==> src/rtl/riscv_pkg.sv <==
// riscv_pkg: result-source and load funct3 encodings shared by the write-back stage.
// Revision 1.0
`default_nettype none

package riscv_pkg;

  localparam logic [1:0] RES_ALU = 2'd0;
  localparam logic [1:0] RES_MEM = 2'd1;
  localparam logic [1:0] RES_PC4 = 2'd2;
  localparam logic [1:0] RES_IMM = 2'd3;

  localparam logic [2:0] F3_LB  = 3'b000;
  localparam logic [2:0] F3_LH  = 3'b001;
  localparam logic [2:0] F3_LW  = 3'b010;
  localparam logic [2:0] F3_LBU = 3'b100;
  localparam logic [2:0] F3_LHU = 3'b101;

endpackage

`default_nettype wire

==> src/rtl/load_ext.sv <==
// load_ext: combinational load-data formatter (byte/half select and sign/zero extension).
// Revision 1.0
`default_nettype none

module load_ext
  import riscv_pkg::*;
#(
  parameter int XLEN = 32
) (
  input  logic [XLEN-1:0] data,
  input  logic [1:0]      offset,
  input  logic [2:0]      funct3,
  output logic [XLEN-1:0] result
);

  logic [7:0]  byte_sel;
  logic [15:0] half_sel;

  always_comb begin
    byte_sel = data[7:0];
    case (offset)
      2'd0: byte_sel = data[7:0];
      2'd1: byte_sel = data[15:8];
      2'd2: byte_sel = data[23:16];
      2'd3: byte_sel = data[31:24];
      default: byte_sel = data[7:0];
    endcase
    // Half-word alignment is the caller's concern; offset[0] is deliberately ignored.
    half_sel = offset[1] ? data[31:16] : data[15:0];
  end

  always_comb begin
    result = data;
    case (funct3)
      F3_LB:   result = {{(XLEN-8){byte_sel[7]}}, byte_sel};
      F3_LBU:  result = {{(XLEN-8){1'b0}}, byte_sel};
      F3_LH:   result = {{(XLEN-16){half_sel[15]}}, half_sel};
      F3_LHU:  result = {{(XLEN-16){1'b0}}, half_sel};
      default: result = data;
    endcase
  end

endmodule

`default_nettype wire

==> src/rtl/wb_stage_pipe.sv <==
// wb_stage_pipe: MEM/WB pipeline register, result select and retire counter.
// Revision 1.0 -- load formatting enabled by macro WB_LOAD_EXT_EN.
`default_nettype none

module wb_stage_pipe
  import riscv_pkg::*;
#(
  parameter int XLEN  = 32,
  parameter int NSRC  = 4,
  parameter int CNT_W = 32
) (
  input  logic             clk,
  input  logic             rst,
  input  logic             valid_m,
  input  logic             stall_w,
  input  logic             flush_w,
  input  logic [1:0]       result_src_m,
  input  logic [2:0]       funct3_m,
  input  logic             reg_write_m,
  input  logic [4:0]       rd_m,
  input  logic [XLEN-1:0]  alu_result_m,
  input  logic [XLEN-1:0]  read_data_m,
  input  logic [XLEN-1:0]  pc_plus4_m,
  input  logic [XLEN-1:0]  imm_m,
  output logic [XLEN-1:0]  result_w,
  output logic [4:0]       rd_w,
  output logic             reg_write_w,
  output logic             valid_w,
  output logic [CNT_W-1:0] retire_cnt
);

  logic            valid_q;
  logic            reg_write_q;
  logic [4:0]      rd_q;
  logic [1:0]      src_q;
  logic [XLEN-1:0] alu_q;
  logic [XLEN-1:0] rdata_q;
  logic [XLEN-1:0] pc4_q;
  logic [XLEN-1:0] imm_q;
  logic [2:0]      ld_funct3;
  logic [XLEN-1:0] load_val;

  // Flush wins over stall; a flush only kills the entry, data fields keep their value.
  always_ff @(posedge clk or posedge rst) begin
    if (rst) begin
      valid_q     <= 1'b0;
      reg_write_q <= 1'b0;
      rd_q        <= '0;
      src_q       <= RES_ALU;
      alu_q       <= '0;
      rdata_q     <= '0;
      pc4_q       <= '0;
      imm_q       <= '0;
      retire_cnt  <= '0;
    end else if (flush_w) begin
      valid_q     <= 1'b0;
      reg_write_q <= 1'b0;
    end else if (!stall_w) begin
      valid_q     <= valid_m;
      reg_write_q <= reg_write_m;
      rd_q        <= rd_m;
      src_q       <= result_src_m;
      alu_q       <= alu_result_m;
      rdata_q     <= read_data_m;
      pc4_q       <= pc_plus4_m;
      imm_q       <= imm_m;
      if (valid_m) begin
        retire_cnt <= retire_cnt + CNT_W'(1);
      end
    end
  end

`ifdef WB_LOAD_EXT_EN
  logic [2:0] funct3_q;

  always_ff @(posedge clk or posedge rst) begin
    if (rst) begin
      funct3_q <= '0;
    end else if (!flush_w && !stall_w) begin
      funct3_q <= funct3_m;
    end
  end

  assign ld_funct3 = funct3_q;
`else
  logic unused_funct3;

  // Word encoding makes the formatter a pass-through.
  assign unused_funct3 = ^funct3_m;
  assign ld_funct3     = F3_LW;
`endif

  load_ext #(
    .XLEN (XLEN)
  ) u_load_ext (
    .data   (rdata_q),
    .offset (alu_q[1:0]),
    .funct3 (ld_funct3),
    .result (load_val)
  );

  always_comb begin
    result_w = alu_q;
    if (int'(src_q) < NSRC) begin
      case (src_q)
        RES_MEM: result_w = load_val;
        RES_PC4: result_w = pc4_q;
        RES_IMM: result_w = imm_q;
        default: result_w = alu_q;
      endcase
    end
  end

  assign rd_w        = rd_q;
  assign valid_w     = valid_q;
  assign reg_write_w = valid_q & reg_write_q & (rd_q != 5'd0);

endmodule

`default_nettype wire

==> config.mk <==
export PLATFORM = sky130hd
export DESIGN_NAME = wb_stage_pipe
export DESIGN_NICKNAME = d
export VERILOG_FILES = /design/src/rtl/riscv_pkg.sv /design/src/rtl/load_ext.sv /design/src/rtl/wb_stage_pipe.sv
export SDC_FILE = /design/constraint.sdc
export NUM_CORES = 1
export LEC_CHECK = 0
export ABC_AREA = 1
export BUFFER_PORTS_ARGS = -buffer_cell sky130_fd_sc_hd__buf_2
export CORE_UTILIZATION = 32
export CTS_BUF_LIST = sky130_fd_sc_hd__clkbuf_4
export DETAILED_ROUTE_END_ITERATION = 7
export SYNTH_ARGS = -nofsm -noshare
export SYNTH_HDL_FRONTEND = slang
export SYNTH_SLANG_ARGS = --single-unit
==> constraint.sdc <==
create_clock -name clk -period 15.7 [get_ports clk]
set_input_delay 2.355 -clock clk [delete_from_list [all_inputs] [get_ports clk]]
set_output_delay 2.355 -clock clk [all_outputs]
set_load 0.01 [all_outputs]
==> flow_metrics.env <==
export IMPL_status="finished clean"
export IMPL_avgSynthCellArea_sq_um=8.08
export IMPL_dp_final_hpwl_microns=14100
export IMPL_syn_inst=965
export IMPL_ys_seq_area_frac=0.542
export IMPL_top_layer_used="met4"
export IMPL_holdBufCountCts=0
export IMPL_finalNetCount=1307
export IMPL_rsz0062_at_grt="no"
export IMPL_final_setup_tns_ns=0
export IMPL_drt_first_pass_iters=4
export IMPL_cts_buffers_inserted=17
export IMPL_gr_total_overflow=0
export IMPL_pin_count=215
export IMPL_swShare=0.340
export IMPL_ys_seq_elements=169
export IMPL_met3_length_microns=1290
export IMPL_die_height_microns=158
export IMPL_p_comb_frac=0.194
export IMPL_clk_pin_slew_ns=0.15
export IMPL_drv_slew=0
export IMPL_timing_final_ws_setup_ns=11.12
export IMPL_endpoint_kind="output pin"
export IMPL_synth_cell_type_count=29
export IMPL_relSlewSlack=0.275
export IMPL_drtIter0Drc=376
export IMPL_critPathArrivalTime_ns=2.23
export IMPL_std_cell_rows=56
export IMPL_htree_num_levels=4
export IMPL_fmaxAchievable_mhz=218
export IMPL_core_area_sq_um=23700
export IMPL_viasPerCell=4.55
export IMPL_grt_pass1_wl_microns=32800
export IMPL_drt_total_wl_microns=20900
export IMPL_wl_met2_microns=9650
export IMPL_switchingPower_mw=0.325
export IMPL_fillers=2530
export IMPL_clock_skew_ns=0.0159
export IMPL_crit_type="register to output pin"
export IMPL_p_seq_frac=0.540
export IMPL_hold_path_class="register to register"
export IMPL_p_leak_nw=5.06
export IMPL_clock_sinks=169
export IMPL_place_ws_ns=11.18
export IMPL_regArea_sq_um=4230
export IMPL_grt_max_degree=116
export IMPL_max_vdd_ir_drop_mv=0.0446
export IMPL_powerDensity_nw_per_um2=101
export IMPL_synth_nets=1110
export IMPL_place_congestion=0.762
export IMPL_hp_start="rdata_q[31]"
export IMPL_cp_start_kind="register"
export IMPL_critPathMaxFanout=26
export IMPL_power_internal_mw=0.630
export IMPL_grtUsageTotal=0.171
export IMPL_syn_area_sq_um=7800
export IMPL_clk_latency_ns=0.56
export IMPL_chipWidth_microns=158
export IMPL_maxCapViolations=0
export IMPL_dr_total_vias=6805
export IMPL_multi_input_area_sq_um=3130
export IMPL_clock_path_buffers=2
export IMPL_clock_root_buffer="clkbuf_4"
export IMPL_drc=0
export IMPL_initial_core_util=0.329
export IMPL_cts_resized=0
export IMPL_required_ns=13.35
export IMPL_antenna_found_initial=4
export IMPL_area_delta_synth_final_pct=20.9
export IMPL_layout_drive_gt1_share=0.248
export IMPL_portBuffers=211
export IMPL_clkPwrFrac=0.266
export IMPL_routedWlPerCell_microns=13.9
export IMPL_die_area_sq_um=25000
export IMPL_setup_viol=0
export IMPL_met1_length_microns=9790
export IMPL_postCtsSetupRepairBufs=0
export IMPL_tightestPinTransition_ns=1.09
export IMPL_yosysWarnings=0
export IMPL_cts_tree="done"
export IMPL_hold_viol_final=0
export IMPL_r2r_start="retire_cnt[0]"
export IMPL_crit_path_start="src_q[1]"
export IMPL_grt_pass1_vias=6402
export IMPL_period_minus_slack_ns=4.58
export IMPL_fin_crit_sh=0.292
export IMPL_ant_nets=0
layer usage:
layer	track usage	vias up
met5	0	-
li1	-	3419
met2	0.277	180
met3	0.0476	11
met1	0.225	3195
met4	0.0385	0
worst paths after layout:
check	end	slack [ns]	cells after the start
max	result_w[0]	11.12	5
min	rdata_q[31]	0.49	2
max reg2reg	retire_cnt[14]	13.84	5
min reg2reg	rdata_q[31]	0.49	2
max in group asynchronous	imm_q[29]	11.99	4
min in group asynchronous	retire_cnt[6]	1.80	2
power by group through the flow:
| stage | sequential (mW) | combinational [mW] | clock [mW] |
|---|---|---|---|
| floorplan | 0.522 | 0.109 | 0 |
| global placement | 0.524 | 0.186 | 0 |
| detailed placement | 0.525 | 0.189 | 0 |
| CTS | 0.516 | 0.190 | 0.266 |
| global route | 0.523 | 0.210 | 0.281 |
| finish | 0.516 | 0.185 | 0.254 |
cell usage after synthesis:
cell type / count / share of area
a21oi_1: 1 / 0.00064
buf_1: 3 / 0.0014
buf_2: 19 / 0.012
buf_4: 3 / 0.0029
clkbuf_1: 17 / 0.0082
dfrtp_1: 169 / 0.54
ha_1: 1 / 0.0016
inv_1: 62 / 0.030
inv_2: 4 / 0.0019
nand2_1: 510 / 0.25
nand2_2: 4 / 0.0032
nand2_4: 4 / 0.0058
nand3_1: 15 / 0.0096
nand3_2: 5 / 0.0064
nand3b_1: 8 / 0.0077
nand4_1: 12 / 0.0096
nor2_1: 25 / 0.012
nor2_2: 10 / 0.0080
nor2_4: 3 / 0.0043
nor2_8: 2 / 0.0051
nor3_1: 2 / 0.0013
nor3_2: 2 / 0.0026
o2111ai_1: 31 / 0.035
o21ai_0: 38 / 0.024
o22ai_1: 1 / 0.00080
xnor2_1: 5 / 0.0056
xnor2_2: 1 / 0.0021
xor2_1: 7 / 0.0079
xor2_2: 1 / 0.0021
logic make-up after synthesis:
family,count (synthesis),share of synthesized area
simple gates,602,0.321
flops,169,0.542
buf+inv,108,0.0565
compound gates,71,0.0607
xor+xnor,14,0.0177
fa+ha+maj,1,0.00160
state kept, by name (all words and copies together), names as in the netlist:
register / flops
retire_cnt: 32
pc4_q: 32
imm_q: 32
rdata_q: 32
reg_write_q: 1
rd_w: 5
valid_w: 1
src_q: 2
alu_q: 32
worst max-delay path, cell delays in order, from the launching register on:
cell       delay [ns]
dfrtp_1          0.48
nor2_2           0.33
buf_4            0.44
nand2_1          0.09
o2111ai_1        0.13
buf_2            0.20
per-stage QoR:
| step | instances | area (sq um) | hold slack [ns] | total power [mW] | utilization |
|---|---|---|---|---|---|
| final | 1497 | 9430 | 0.489 | 0.956 | 0.398 |
| after global routing | 1496 | 9420 | 0.509 | 1.01 | 0.398 |
| after CTS | 1494 | 9420 | 0.493 | 0.972 | 0.398 |
| after detailed placement | 1462 | 9140 | 0.459 | 0.714 | 0.386 |
| after global placement | 1462 | 9140 | 0.453 | 0.709 | 0.386 |
| after floorplan | 965 | 7800 | 0.442 | 0.631 | - |
layout by cell type (no fill, tap or decap):
master     synthesis  routed
nand2_1          510     510
buf_2             19     211
dfrtp_1          169     169
inv_1             62      61
o21ai_0           38      38
o2111ai_1         31      31
nor2_1            25      23
clkbuf_4           0      18
nand3_1           15      15
nor2_2            10      12
nand4_1           12      12
buf_4              3       9
nand3b_1           8       8
xor2_1             7       7
inv_8              0       6
nand3_2            5       5
xnor2_1            5       5
inv_2              4       4
nand2_4            4       4
nand2_2            4       4
inv_6              0       4
clkinv_4           0       4
diode_2            0       3
nor2_4             3       3
nor3_1             2       2
nor2_8             2       2
nor3_2             2       2
o22ai_1            1       1
a21oi_1            1       1
xnor2_2            1       1
xor2_2             1       1
ha_1               1       1
clkinv_8           0       1
area by class of cell:
type	instances	area share
multi-input cells	688	0.332
well taps	319	0.0423
clock buffers	18	0.0143
flip-flops and latches	169	0.449
clock inverters	14	0.0154
diodes	3	0.000796
repair buffers	220	0.119
inverters	66	0.0268
No activity file was read; power rests on OpenSTA's default activity.
